--- src/rtl/seg7_scan.sv ---
// Six-digit multiplexed 7-segment scanner for an HH:MM:SS clock with frame snapshot and leading-zero blanking.
// Optional field blinking is compiled in when SEG7_SCAN_BLINK_EN is defined.
module seg7_scan #(
   parameter int unsigned SCAN_DIV  = 50000,
   parameter int unsigned BLINK_DIV = 128
) (
   input  logic       CP,
   input  logic       reset,
   input  logic [7:0] hour,
   input  logic [7:0] minute,
   input  logic [7:0] second,
   input  logic       lzb,
   input  logic [1:0] set_sel,
   output logic [5:0] AN,
   output logic [6:0] SEG,
   output logic       DP
);

   localparam int unsigned CNT_W  = (SCAN_DIV > 1) ? $clog2(SCAN_DIV) : 1;
   localparam int unsigned SLOT_W = 3;
   localparam int unsigned SNAP_W = 24;
   localparam logic [CNT_W-1:0]  CNT_MAX   = CNT_W'(SCAN_DIV - 1);
   localparam logic [SLOT_W-1:0] SLOT_LAST = SLOT_W'(5);

   logic [CNT_W-1:0]  pre_cnt;
   logic [SLOT_W-1:0] slot;
   logic [SNAP_W-1:0] snap;

   logic              tick;
   logic [SLOT_W-1:0] slot_nxt;
   logic [3:0]        nib;
   logic              blank;
   logic [5:0]        an_nxt;

   function automatic logic [6:0] seg_decode(input logic [3:0] d);
      logic [6:0] s;
      case (d)
         4'd0:    s = 7'b1000000;
         4'd1:    s = 7'b1111001;
         4'd2:    s = 7'b0100100;
         4'd3:    s = 7'b0110000;
         4'd4:    s = 7'b0011001;
         4'd5:    s = 7'b0010010;
         4'd6:    s = 7'b0000010;
         4'd7:    s = 7'b1111000;
         4'd8:    s = 7'b0000000;
         4'd9:    s = 7'b0010000;
         default: s = 7'b0111111;
      endcase
      return s;
   endfunction

`ifdef SEG7_SCAN_BLINK_EN
   localparam int unsigned BLK_W = (BLINK_DIV > 1) ? $clog2(BLINK_DIV) : 1;
   localparam logic [BLK_W-1:0] BLK_MAX = BLK_W'(BLINK_DIV - 1);

   logic [BLK_W-1:0] blk_cnt;
   logic             phase;

   // Blink phase toggles once every BLINK_DIV scan ticks.
   always_ff @(posedge CP or posedge reset) begin
      if (reset) begin
         blk_cnt <= '0;
         phase   <= 1'b0;
      end else if (tick) begin
         if (blk_cnt == BLK_MAX) begin
            blk_cnt <= '0;
            phase   <= ~phase;
         end else begin
            blk_cnt <= blk_cnt + BLK_W'(1);
         end
      end
   end
`else
   logic unused_cfg;
   assign unused_cfg = ^{set_sel, 32'(BLINK_DIV)};
`endif

   // Second units always come from the live input, so the snapshot copy of them is never read.
   logic unused_snap;
   assign unused_snap = ^snap[3:0];

   // Next-slot selection, digit source and blanking, all evaluated for the slot entered at the tick.
   always_comb begin
      tick     = (pre_cnt == CNT_MAX);
      slot_nxt = (slot == SLOT_LAST) ? '0 : slot + SLOT_W'(1);
      nib      = 4'd0;
      case (slot_nxt)
         3'd0:    nib = second[3:0];
         3'd1:    nib = snap[7:4];
         3'd2:    nib = snap[11:8];
         3'd3:    nib = snap[15:12];
         3'd4:    nib = snap[19:16];
         default: nib = snap[23:20];
      endcase
      blank = lzb && (slot_nxt == SLOT_LAST) && (snap[23:20] == 4'd0);
`ifdef SEG7_SCAN_BLINK_EN
      if (phase && (set_sel != 2'd0) && (slot_nxt[2:1] == (set_sel - 2'd1)))
         blank = 1'b1;
`endif
      an_nxt = blank ? 6'h3F : ~(6'd1 << slot_nxt);
   end

   always_ff @(posedge CP or posedge reset) begin
      if (reset) begin
         pre_cnt <= '0;
         slot    <= SLOT_LAST;
         snap    <= '0;
         AN      <= 6'h3F;
         SEG     <= 7'h7F;
         DP      <= 1'b1;
      end else begin
         pre_cnt <= tick ? '0 : pre_cnt + CNT_W'(1);
         if (tick) begin
            slot <= slot_nxt;
            // Frame start: freeze the whole time value so no frame mixes two readings.
            if (slot_nxt == '0)
               snap <= {hour, minute, second};
            AN  <= an_nxt;
            SEG <= seg_decode(nib);
            DP  <= ~((slot_nxt == SLOT_W'(2)) || (slot_nxt == SLOT_W'(4)));
         end
      end
   end

endmodule

--- config.mk ---
export PLATFORM = sky130hd
export DESIGN_NAME = seg7_scan
export DESIGN_NICKNAME = d
export VERILOG_FILES = /design/src/rtl/seg7_scan.sv
export SDC_FILE = /design/constraint.sdc
export NUM_CORES = 1
export LEC_CHECK = 0
export ABC_AREA = 1
export CORE_MARGIN = 2
export CORE_UTILIZATION = 40
export DETAILED_ROUTE_END_ITERATION = 7
export DONT_BUFFER_PORTS = 1
export MAX_ROUTING_LAYER = met4
export PLACE_DENSITY_LB_ADDON = 0.05
export SLEW_MARGIN = 40
export SYNTH_ARGS = -nofsm -noshare
export SYNTH_HDL_FRONTEND = slang
export SYNTH_SLANG_ARGS = --single-unit
--- constraint.sdc ---
create_clock -name CP -period 1.7 [get_ports CP]
set_input_delay 0.34 -clock CP [delete_from_list [all_inputs] [get_ports CP]]
set_output_delay 0.34 -clock CP [all_outputs]
set_load 0.01 [all_outputs]
==> results.md, run 1 <==
- Status: finished with violations
- Failing checks: setup timing
- Initial core utilization: between 40% and 50%
- Top-count cell post-synth: nand2_1
- WS Path Type: register to register
- Horiz. Die Dim: around 87 um
- Worst Path Required: 1940 ps
- Dominant cells by area after synthesis: dfrtp_1 34%, dfstp_2 15%, nand2_1 15%
- TritonCTS Buffers: 5
- Final Net Count: 420
- Simple-gate portion of the synthesized area: approximately 34%
- RSZ-0062 raised after global routing: true
- Internal power: around 1600 uW
- Pleak: ~0.0016 uW
- Crit-path cells: nand2_2, nor2_4, a21oi_2, nand2_1, nand2_2, ha_1, inv_1, nand2_1, nand2_1, nand2_1, a21oi_1
- Post-DRT Antenna Nets: 0
- Slew @ Worst Pin: roughly 270 ps
- Vias in the first global route: 2242
- Avg WL per Cell: about 13 um
- Non-Filler Instances: 468
- Global-route wire length before repair: about 11000 um
- Layout area overhead: 24.1%
- Number of synthesized register bits: between 50 and 60
- 1st-pass router iterations: 4
- Final hold violation count: 0
- DR iter-0 viols: 80
- Startpoint types: register
- Cell repeated most along the worst path: nand2_1
- Die area: about 0.0075 mm^2
- Mux share of post-synthesis cell area: 0%
- WP buf/inv: 1
- Mean post-synth cell area: 7.94 um^2
- Clock share of power: around 36%
- Synth Net Count: roughly 380
- Adder-cell share of the synthesized area: between 1.5 and 2%
- Total Power: around 2000 uW
- HP Start: hour[1]
- Crit share post-route: 108%
- Final Slew Violations: 0
- Hpwl dp: 4560 um
- Relative slew margins: a little over 80%
- Compound-Gate Fraction of Synth Area: 6.24%
- P_sw: 444 uW
- Final min period: around 1800 ps
- Post-synthesis sequential area ratio: 49.4%
- Post-Synth XOR/XNOR Area: less than 1%
- Worst r2r src: slot[0]
- Top delay family on crit path: flip-flops
- YS warnings: 0
- I/O pin count: 43
- Async SR Flop Fraction: 100%
- CTS tree: yes
- GRT Total Usage: ~18%
- Overflow after GRT: 0
- Setup violations, final: 7
- Crit. Startpoint: slot[0]
- Clk_lat worst skew: a little over 300 ps
- Worst-path clk slew: approximately 100 ps
- Root Driver: clkbuf_8
- Die height: about 87 um
- Final wirelength: about 6200 um
- CP Max Fanout: 8
- Hold/Removal Path Class: input port to register
- Dpl cells: roughly 460
- WP data arrival: ~2100 ps
- Main synth FF type: dfrtp_1
- Worst Skew: 8.59 ps
- Largest family of logic cells by synthesized area: simple AND/OR/NAND/NOR gates
- Buffers on Ports: 0
- Core Region: approximately 0.0067 mm^2
- Layout cells sized above 1: 31.2%
- Hold WS: 141 ps
- Leading area contributor after synthesis: dfrtp_1
- Power Dens Cells: just under 600 mW/mm^2
- Final setup margin: -139 ps
- EDFF count, synth: 0
- Share of the synthesized area in the top cell type: 34.0%
- Antenna cells: 0
- Mapped Area: 0.00273 mm^2
- Initial antenna violation count: 0
- Sequential share of power: between 60 and 70%
- Netlist cell types: 32
- Peak VDD IR: 0.304 mV
- Crit-path slowest cell: dfstp_2
- Clk sink count: 53
- CTS Buffer Depth: 2
- Post-synth top cells: 107 x nand2_1, 43 x nor2_1, 37 x dfrtp_1, 35 x inv_1, 21 x nand3_1
- Drc violations: 0
- Max_cap viols: 0
- # H-tree levels: 2
- Max incr delay on CP: ~660 ps
- Syn Inst Count: 343
- Comb pwr share: 1.6%
- Largest net degree at the start of global routing: 54
- Switching Share: between 20% and 30%
- Routability cong.: 0.834
- CP Capture Type: register
- Vias: around 2300
- Max Fclk: 0.544 GHz
- Row Count: 30
- Vias per Instance: ~4.9
==> sequential cells by signal, indices dropped and copies added, names as in the netlist <==
signal and flops:
AN 6, SEG 7, pre_cnt 16, DP 1
slot 3, snap 20
==> power groups by stage <==
stage                     logic, uW  clock network (uW)  registers [uW]
after floorplan                18.1                   0            1290
after detailed placement       32.1                   0            1290
after global placement         32.0                   0            1290
after CTS                      34.1                 739            1260
final                          31.5                 712            1260
after global routing           38.0                 775            1260
==> path summary, 6_finish.rpt <==
| path | to | slack [ps] | cells past startpoint |
|---|---|---|---|
| worst max register to register | SEG[3] | -140 | 11 |
| worst max-delay path | SEG[3] | -140 | 11 |
| max in group asynchronous | SEG[1] | 880 | 3 |
| worst min-delay path | snap[17] | 140 | 2 |
| worst min register to register | snap[17] | 480 | 2 |
| min in group asynchronous | snap[17] | 530 | 3 |
==> layer usage <==
metal / wire length (um) / vias up / global-route usage, % / part of all wire (%)
met3: 193 / 7 / 3.24 / 3.1
met1: 2980 / 1056 / 24.4 / 48
met4: 73 / 0 / 5.11 / 1.2
li1: - / 1183 / - / -
met5: 0 / - / - / 0
met2: 2950 / 36 / 29.2 / 48
==> logic make-up (layout without fill, tap and decap cells) <==
logic type | Yosys count | after routing
AO/OA/AOI/OAI | 30 | 30
XOR/XNOR | 3 | 3
adder cells (fa/ha/maj) | 4 | 4
buffers and inverters | 49 | 94
flip-flops | 53 | 53
AND/OR/NAND/NOR | 204 | 204
==> per-stage QoR <==
step | TNS, ps | area, um^2 | setup slack, ps | utilization (%)
after global placement | -995 | 3090 | -178 | 46.3
after global routing | -1930 | 3380 | -280 | 50.6
final | -528 | 3380 | -139 | 50.6
after detailed placement | -1170 | 3090 | -199 | 46.3
after floorplan | -90.3 | 2730 | -90.3 | -
after CTS | -721 | 3270 | -148 | 49.0
==> final cells by class <==
class                   instances  area [um^2]
inverters                      41          159
well taps                      80          100
flip-flops and latches         53         1350
multi-input cells             241         1320
clock buffers                   7         76.3
fillers                       684         3300
repair buffers                 45          373
clock inverters                 1         7.51
==> cell usage in the layout (no fill, tap or decap), drive strengths merged, types with 3 or more instances in the layout <==
cell type	Yosys	layout
nor3	8	8
a21oi	9	9
buf	7	44
nand3	22	22
inv	41	41
ha	4	4
clkbuf	1	7
o21ai	15	15
nand2	111	111
xor2	3	3
nand4	12	12
dfrtp	37	37
nor2	45	45
dfstp	16	16
==> repair_timing <==
item                                    in CTS  in global routing
hold buffers                                 1                  0
gates resized for setup                     22                 29
endpoints found under the setup margin       8                 38
setup buffers                                2                  2
hold endpoints to repair                    37                  0
pin swaps                                    7                 12
Power figures use the tool's default switching activity.
==> run 2, diff against run 1 <==
- CORE_UTILIZATION: 40 -> 25
- DONT_BUFFER_PORTS: 1 -> not set
==> run 2 against run 1 <==
  * The run still ends with setup timing left
  * Register-to-register slack worse by 40 ps
  * First-iteration DRC count is 30% lower
  * Via count is 10% higher
  * Setup slack worse by 45 ps
  * Count of clock-buffer cells in the layout is 1 higher
  * Global-route usage is 4.2 points lower
  * Critical path depth is 1 higher
  * Core utilization is 12 points lower
  * Largest cell class is now multi-input combinational cells
  * Largest power group unchanged
==> results.md, run 2 (same netlist as run 1, synthesis figures left out) <==
- Status: finished with violations
- Failing checks: setup timing
- Slew @ Worst Pin: 298 ps
- Die height: between 100 and 150 um
- 1st-pass router iterations: 4
- Largest net degree at the start of global routing: between 50 and 60
- Layout area overhead: 53.9%
- Clk_lat worst skew: between 300 and 400 ps
- Power Dens Cells: a little over 500 mW/mm^2
- Hold/Removal Path Class: input port to async pin
- Largest regs: snap: 20 flops, pre_cnt: 16 flops, SEG: 7 flops
- RSZ-0062 raised after global routing: true
- Buffers on Ports: 40
- Root Driver: clkbuf_8
- Vias: 2516
- Clk sink count: 53
- GRT Total Usage: about 14%
- Drc violations: 0
- Antenna cells: 0
- Most frequent cells in the layout: 89 x nand2_1, 51 x buf_4, 36 x dfrtp_1, 31 x nor2_1, 29 x inv_1
- Layout cells sized above 1: a little over a third
- Final wirelength: about 7400 um
- Overflow after GRT: 0
- Startpoint types: register
- R2r setup slk: -180 ps
- Final setup margin: -184 ps
- Worst Skew: slightly below 7 ps
- WP data arrival: between 2000 and 2500 ps
- Post-DRT Antenna Nets: 0
- Initial core utilization: roughly a quarter
- Horiz. Die Dim: 108 um
- Hpwl dp: 5490 um
- Relative slew margins: approximately 80%
- CTS Buffer Depth: 2
- DR iter-0 viols: 56
- Die area: between 0.01 and 0.015 mm^2
- Final instance area: roughly 0.0042 mm^2
- Final Net Count: 480
- Met2 routed wirelength: 3450 um
- Worst-path clk slew: approximately 100 ps
- Peak VDD IR: around 0.27 mV
- Max reg flops: 20
- Global-route wire length before repair: between 10000 and 15000 um
- CP Capture Type: register
- Vias per Instance: between 4 and 5
- Final Slew Violations: 0
- Pleak: about 0.0019 uW
- TritonCTS Buffers: 5
- Final Core Density: 39.0%
- CP Max Fanout: 6
- Row Count: 38
- Fillers: roughly 1200
- Max Fclk: around 0.53 GHz
- Worst Path Required: around 1900 ps
- WS Path Type: register to register
- Max_cap viols: 0
- Initial antenna violation count: 0
- # H-tree levels: 2
- Met3 wire length: between 150 and 200 um
- I/O pin count: 43
- Setup violations, final: 7
- Metal-1 WL: about 3700 um
- Core Region: between 0.01 and 0.015 mm^2
- Vias in the first global route: between 2000 and 3000
- Final min period: 1880 ps
- Hold-fix buffers, CTS: 0
- Final hold violation count: 0
- Total Power: between 2000 and 2500 uW
- CTS tree: yes
- Top sig layer: met4
- DP Area: roughly 0.0037 mm^2
- Avg WL per Cell: approximately 13 um
- Routability cong.: 0.777
- Crit share post-route: 111%
- Reg with most FFs: snap
- Leading cell type in the layout, fill and taps excluded: nand2_1
## run 2: cell count changes in the layout (fill, tap and decap cells not counted), moves of 8 or more
| cell | change |
|---|---|
| buf_4 | +11 |
| clkdlybuf4s50_1 | +26 |
| dlygate4sd2_1 | +14 |
| nand2_1 | -15 |
| nand2_2 | +11 |
| o21ai_0 | -8 |
## run 2: per-stage QoR
step / setup slack (ps) / hold slack [ps] / TNS [ps] / cells
global route: -329 / 410 / -2060 / 588
floorplan: -90.3 / 431 / -90.3 / 343
global placement: -245 / 460 / -1360 / 570
finish: -184 / 397 / -944 / 588
CTS: -158 / 406 / -772 / 585
detailed placement: -239 / 460 / -2100 / 570
## run 2: power breakdown
| part | internal, uW | switching, uW |
|---|---|---|
| clock network | 334 | 421 |
| logic | 56.9 | 36.4 |
| registers | 1260 | 0 |
| total | 1650 | 457 |
## run 2: repair_timing
action / 4_1_cts / 5_1_grt
gates cloned: 1 / 0
gates resized for setup: 43 / 80
pin swaps: 9 / 19
setup endpoints to repair: 46 / 39
setup buffers: 6 / 5
## run 2: path summary, 6_finish.rpt
check                      startpoint       end  cells past startpoint
setup / recovery              slot[0]    SEG[3]                     12
hold / removal                  reset  snap[23]                      3
setup reg to reg              slot[0]    SEG[3]                     12
hold reg to reg                SEG[6]    SEG[6]                      2
max in group asynchronous       reset    SEG[0]                      3
min in group CP                SEG[6]    SEG[6]                      2
## run 2: cell type report
type	instances	area, um^2	area share, %
inverter	41	175	4.18
multi-input combinational	241	1450	34.6
sequential	53	1350	32.1
timing repair buffer	105	952	22.7
tap	140	175	4.18
clock buffer	8	90.1	2.15
## run 2: routing by layer
layer | global-route usage, % | up-vias
li1 | - | 1310
met1 | 19.7 | 1167
met2 | 22.1 | 34
met3 | 2.17 | 5
met4 | 3.02 | 0
met5 | - | -
## run 2: worst max-delay path: stages, from the launching register on
cell	delay [ps]
dfstp_2	680
inv_4	80
nand2_2	60
nor2_2	50
nand2_1	60
nand2_2	70
nor3_4	250
ha_4	250
inv_1	40
nand2_1	40
nand2_1	60
nand2_1	50
a21oi_1	130
==> run 3, diff against run 2 <==
- CORE_UTILIZATION: 25 -> 48
==> run 3 against run 2 <==
  * The flow still finishes with violations (setup timing)
  * Power is 13% higher
  * Count of clock-buffer cells in the layout is 3 lower
  * Clock skew is 0.75 ps lower
  * Clock power is 36% higher
  * Flip-flop and latch count stayed put
  * Final area is 2.1% lower
  * Register-to-register slack hardly changed
  * Fmax hardly changed
  * Core utilization is 36 points higher
==> results.md, run 3 (same netlist as run 1, synthesis figures left out) <==
- Most frequent cells in the layout: 79 x nand2_1, 40 x buf_4, 37 x dfrtp_1, 31 x nor2_1, 28 x nand2_2
- TritonCTS Buffers: 5
- Root Driver: clkbuf_8
- Internal power: 1900 uW
- Total Power: ~2400 uW
- Crit. Startpoint: slot[0]
- Initial antenna violation count: 0
- Worst-path clk slew: ~100 ps
- Routability cong.: ~0.87
- 1st-pass router iterations: 4
- Startpoint types: register
- Non-Filler Instances: roughly 510
- Final wirelength: roughly 7000 um
- Layout area overhead: 50.6%
- Row Count: 27
- # H-tree levels: 2
- Pleak: ~0.0019 uW
- Met1 Resource Use GR: roughly 28%
- Horiz. Die Dim: just under 80 um
- Layout cells sized above 1: about 39%
- Hpwl dp: approximately 4600 um
- Clk sink count: 53
- Overflow after GRT: 0
- Failing checks: setup timing
- DR iter-0 viols: 130
- Core Region: 0.00551 mm^2
- Final min period: ~1900 ps
- CP Max Fanout: 6
- P_sw: 480 uW
- Final Slew Violations: 0
- Largest net degree at the start of global routing: 54
- Largest regs: snap: 20 flops, pre_cnt: 16 flops, SEG: 7 flops
- Final hold violation count: 0
- Max reg flops: 20
- Status: finished with violations
- Footprint of the multi-input gates: 0.00147 mm^2
- GR peak layer: met2
- Worst Skew: roughly 6 ps
- Reg with most FFs: snap
- Met2 Track Usage GR: between 30 and 40%
- Buffers on Ports: 40
- Peak VDD IR: 0.537 mV
- Vias per Instance: about 5
- Die area: 0.00630 mm^2
- Initial core utilization: 49.5%
- CTS tree: yes
- Worst Path Required: about 2000 ps
- FF/Latch Area: between 0.001 and 0.0015 mm^2
- Vias: between 2000 and 3000
- Final Core Density: between 70% and 80%
- GRT Total Usage: around 23%
- Max_cap viols: 0
- Die height: between 70 and 80 um
- Global-route wire length before repair: ~11000 um
- Slew @ Worst Pin: about 370 ps
- Hold/Removal Path Class: input port to async pin
- Switching Share: 20.1%
- Dpl cells: 487
- Fillers: approximately 430
- CTS Buffer Depth: 2
- Drc violations: 0
- Relative slew margins: approximately three quarters
- Crit share post-route: 111%
- Setup violations, final: 19
- Antenna cells: 0
- Max Fclk: 0.531 GHz
- Post-DRT Antenna Nets: 0
- CP Capture Type: register
- WP data arrival: around 2200 ps
- Final setup margin: -184 ps
- Avg WL per Cell: around 14 um
- Leading cell type in the layout, fill and taps excluded: nand2_1
- Worst r2r src: slot[0]
- Power Dens Cells: between 500 and 600 mW/mm^2
- Clock share of power: a little over two fifths
- Vias in the first global route: approximately 2400
- Routing usage on met3: around 4.4%
- RSZ-0062 raised after global routing: true
- I/O pin count: 43
- Comb pwr share: around 4.0%
- Final Net Count: approximately 470
- Post-Place Setup Slack: -196 ps
- Sequential share of power: a little over half
- Clk_lat worst skew: ~320 ps
- WS Path Type: register to register
- Hold-fix buffers, CTS: 0
[run 3: cell count changes in the layout (fill, tap and decap cells not counted), sizes merged]
cell	delta
buf	-13
bufinv	+2
clkbuf	-1
clkinv	+1
[run 3: repair_timing]
action	4_1_cts	5_1_grt
endpoints found under the hold margin	0	0
resized for setup	32	95
pin swaps	9	32
endpoints found under the setup margin	22	36
setup buffers	6	6
cloned	0	3
[run 3: worst paths after layout]
path                              endpoint  slack, ps  depth (start not counted)
worst max register to register      SEG[4]       -180                         11
max in group asynchronous            AN[0]       1030                          3
worst max-delay path                SEG[4]       -180                         11
worst min register to register      SEG[5]        480                          2
min in group CP                     SEG[5]        480                          2
worst min-delay path            pre_cnt[1]        370                          3
[run 3: critical path, cell delays in order, from the launching register on]
cell and delay [ps]:
dfstp_2 670, nor2_4 50, inv_2 60, buf_4 100
nor2_2 50, buf_4 140, nor3_4 290, buf_4 170
nand2_1 50, nand3_1 100, nand3_2 90, nand2_1 60
[run 3: final cells by class]
cell class | instances | share of cell area [%]
Clock buffer | 5 | 1.68
Inverter | 41 | 4.21
Multi-Input combinational cell | 241 | 35.9
Timing Repair Buffer | 94 | 21.7
Tap cell | 72 | 2.19
Clock inverter | 3 | 1.58
Sequential cell | 53 | 32.8
[run 3: metrics by stage]
| stage | cell area, um^2 | hold slack, ps | setup TNS, ps |
|---|---|---|---|
| 3_5_place_dp | 3480 | 457 | -1130 |
| 5_1_grt | 4110 | 423 | -3510 |
| 6_report | 4110 | 371 | -1240 |
| 2_1_floorplan | 2730 | 431 | -90.3 |
| 4_1_cts | 3720 | 382 | -689 |
| 3_3_place_gp | 3480 | 458 | -917 |
[run 3: power by group through the flow]
stage / registers, uW / clock network (uW) / logic, uW
2_1_floorplan: 1290 / 0 / 18.1
3_3_place_gp: 1290 / 0 / 91.3
3_5_place_dp: 1290 / 0 / 91.6
4_1_cts: 1260 / 1040 / 91.4
5_1_grt: 1260 / 1090 / 105
6_report: 1260 / 1030 / 94.5
[run 3: metal layers]
metal  vias to the layer above  routed length [um]
met5                         -                   0
li1                       1279                   -
met1                      1215                3060
met4                         0                 125
met3                         9                 273
met2                        64                3540
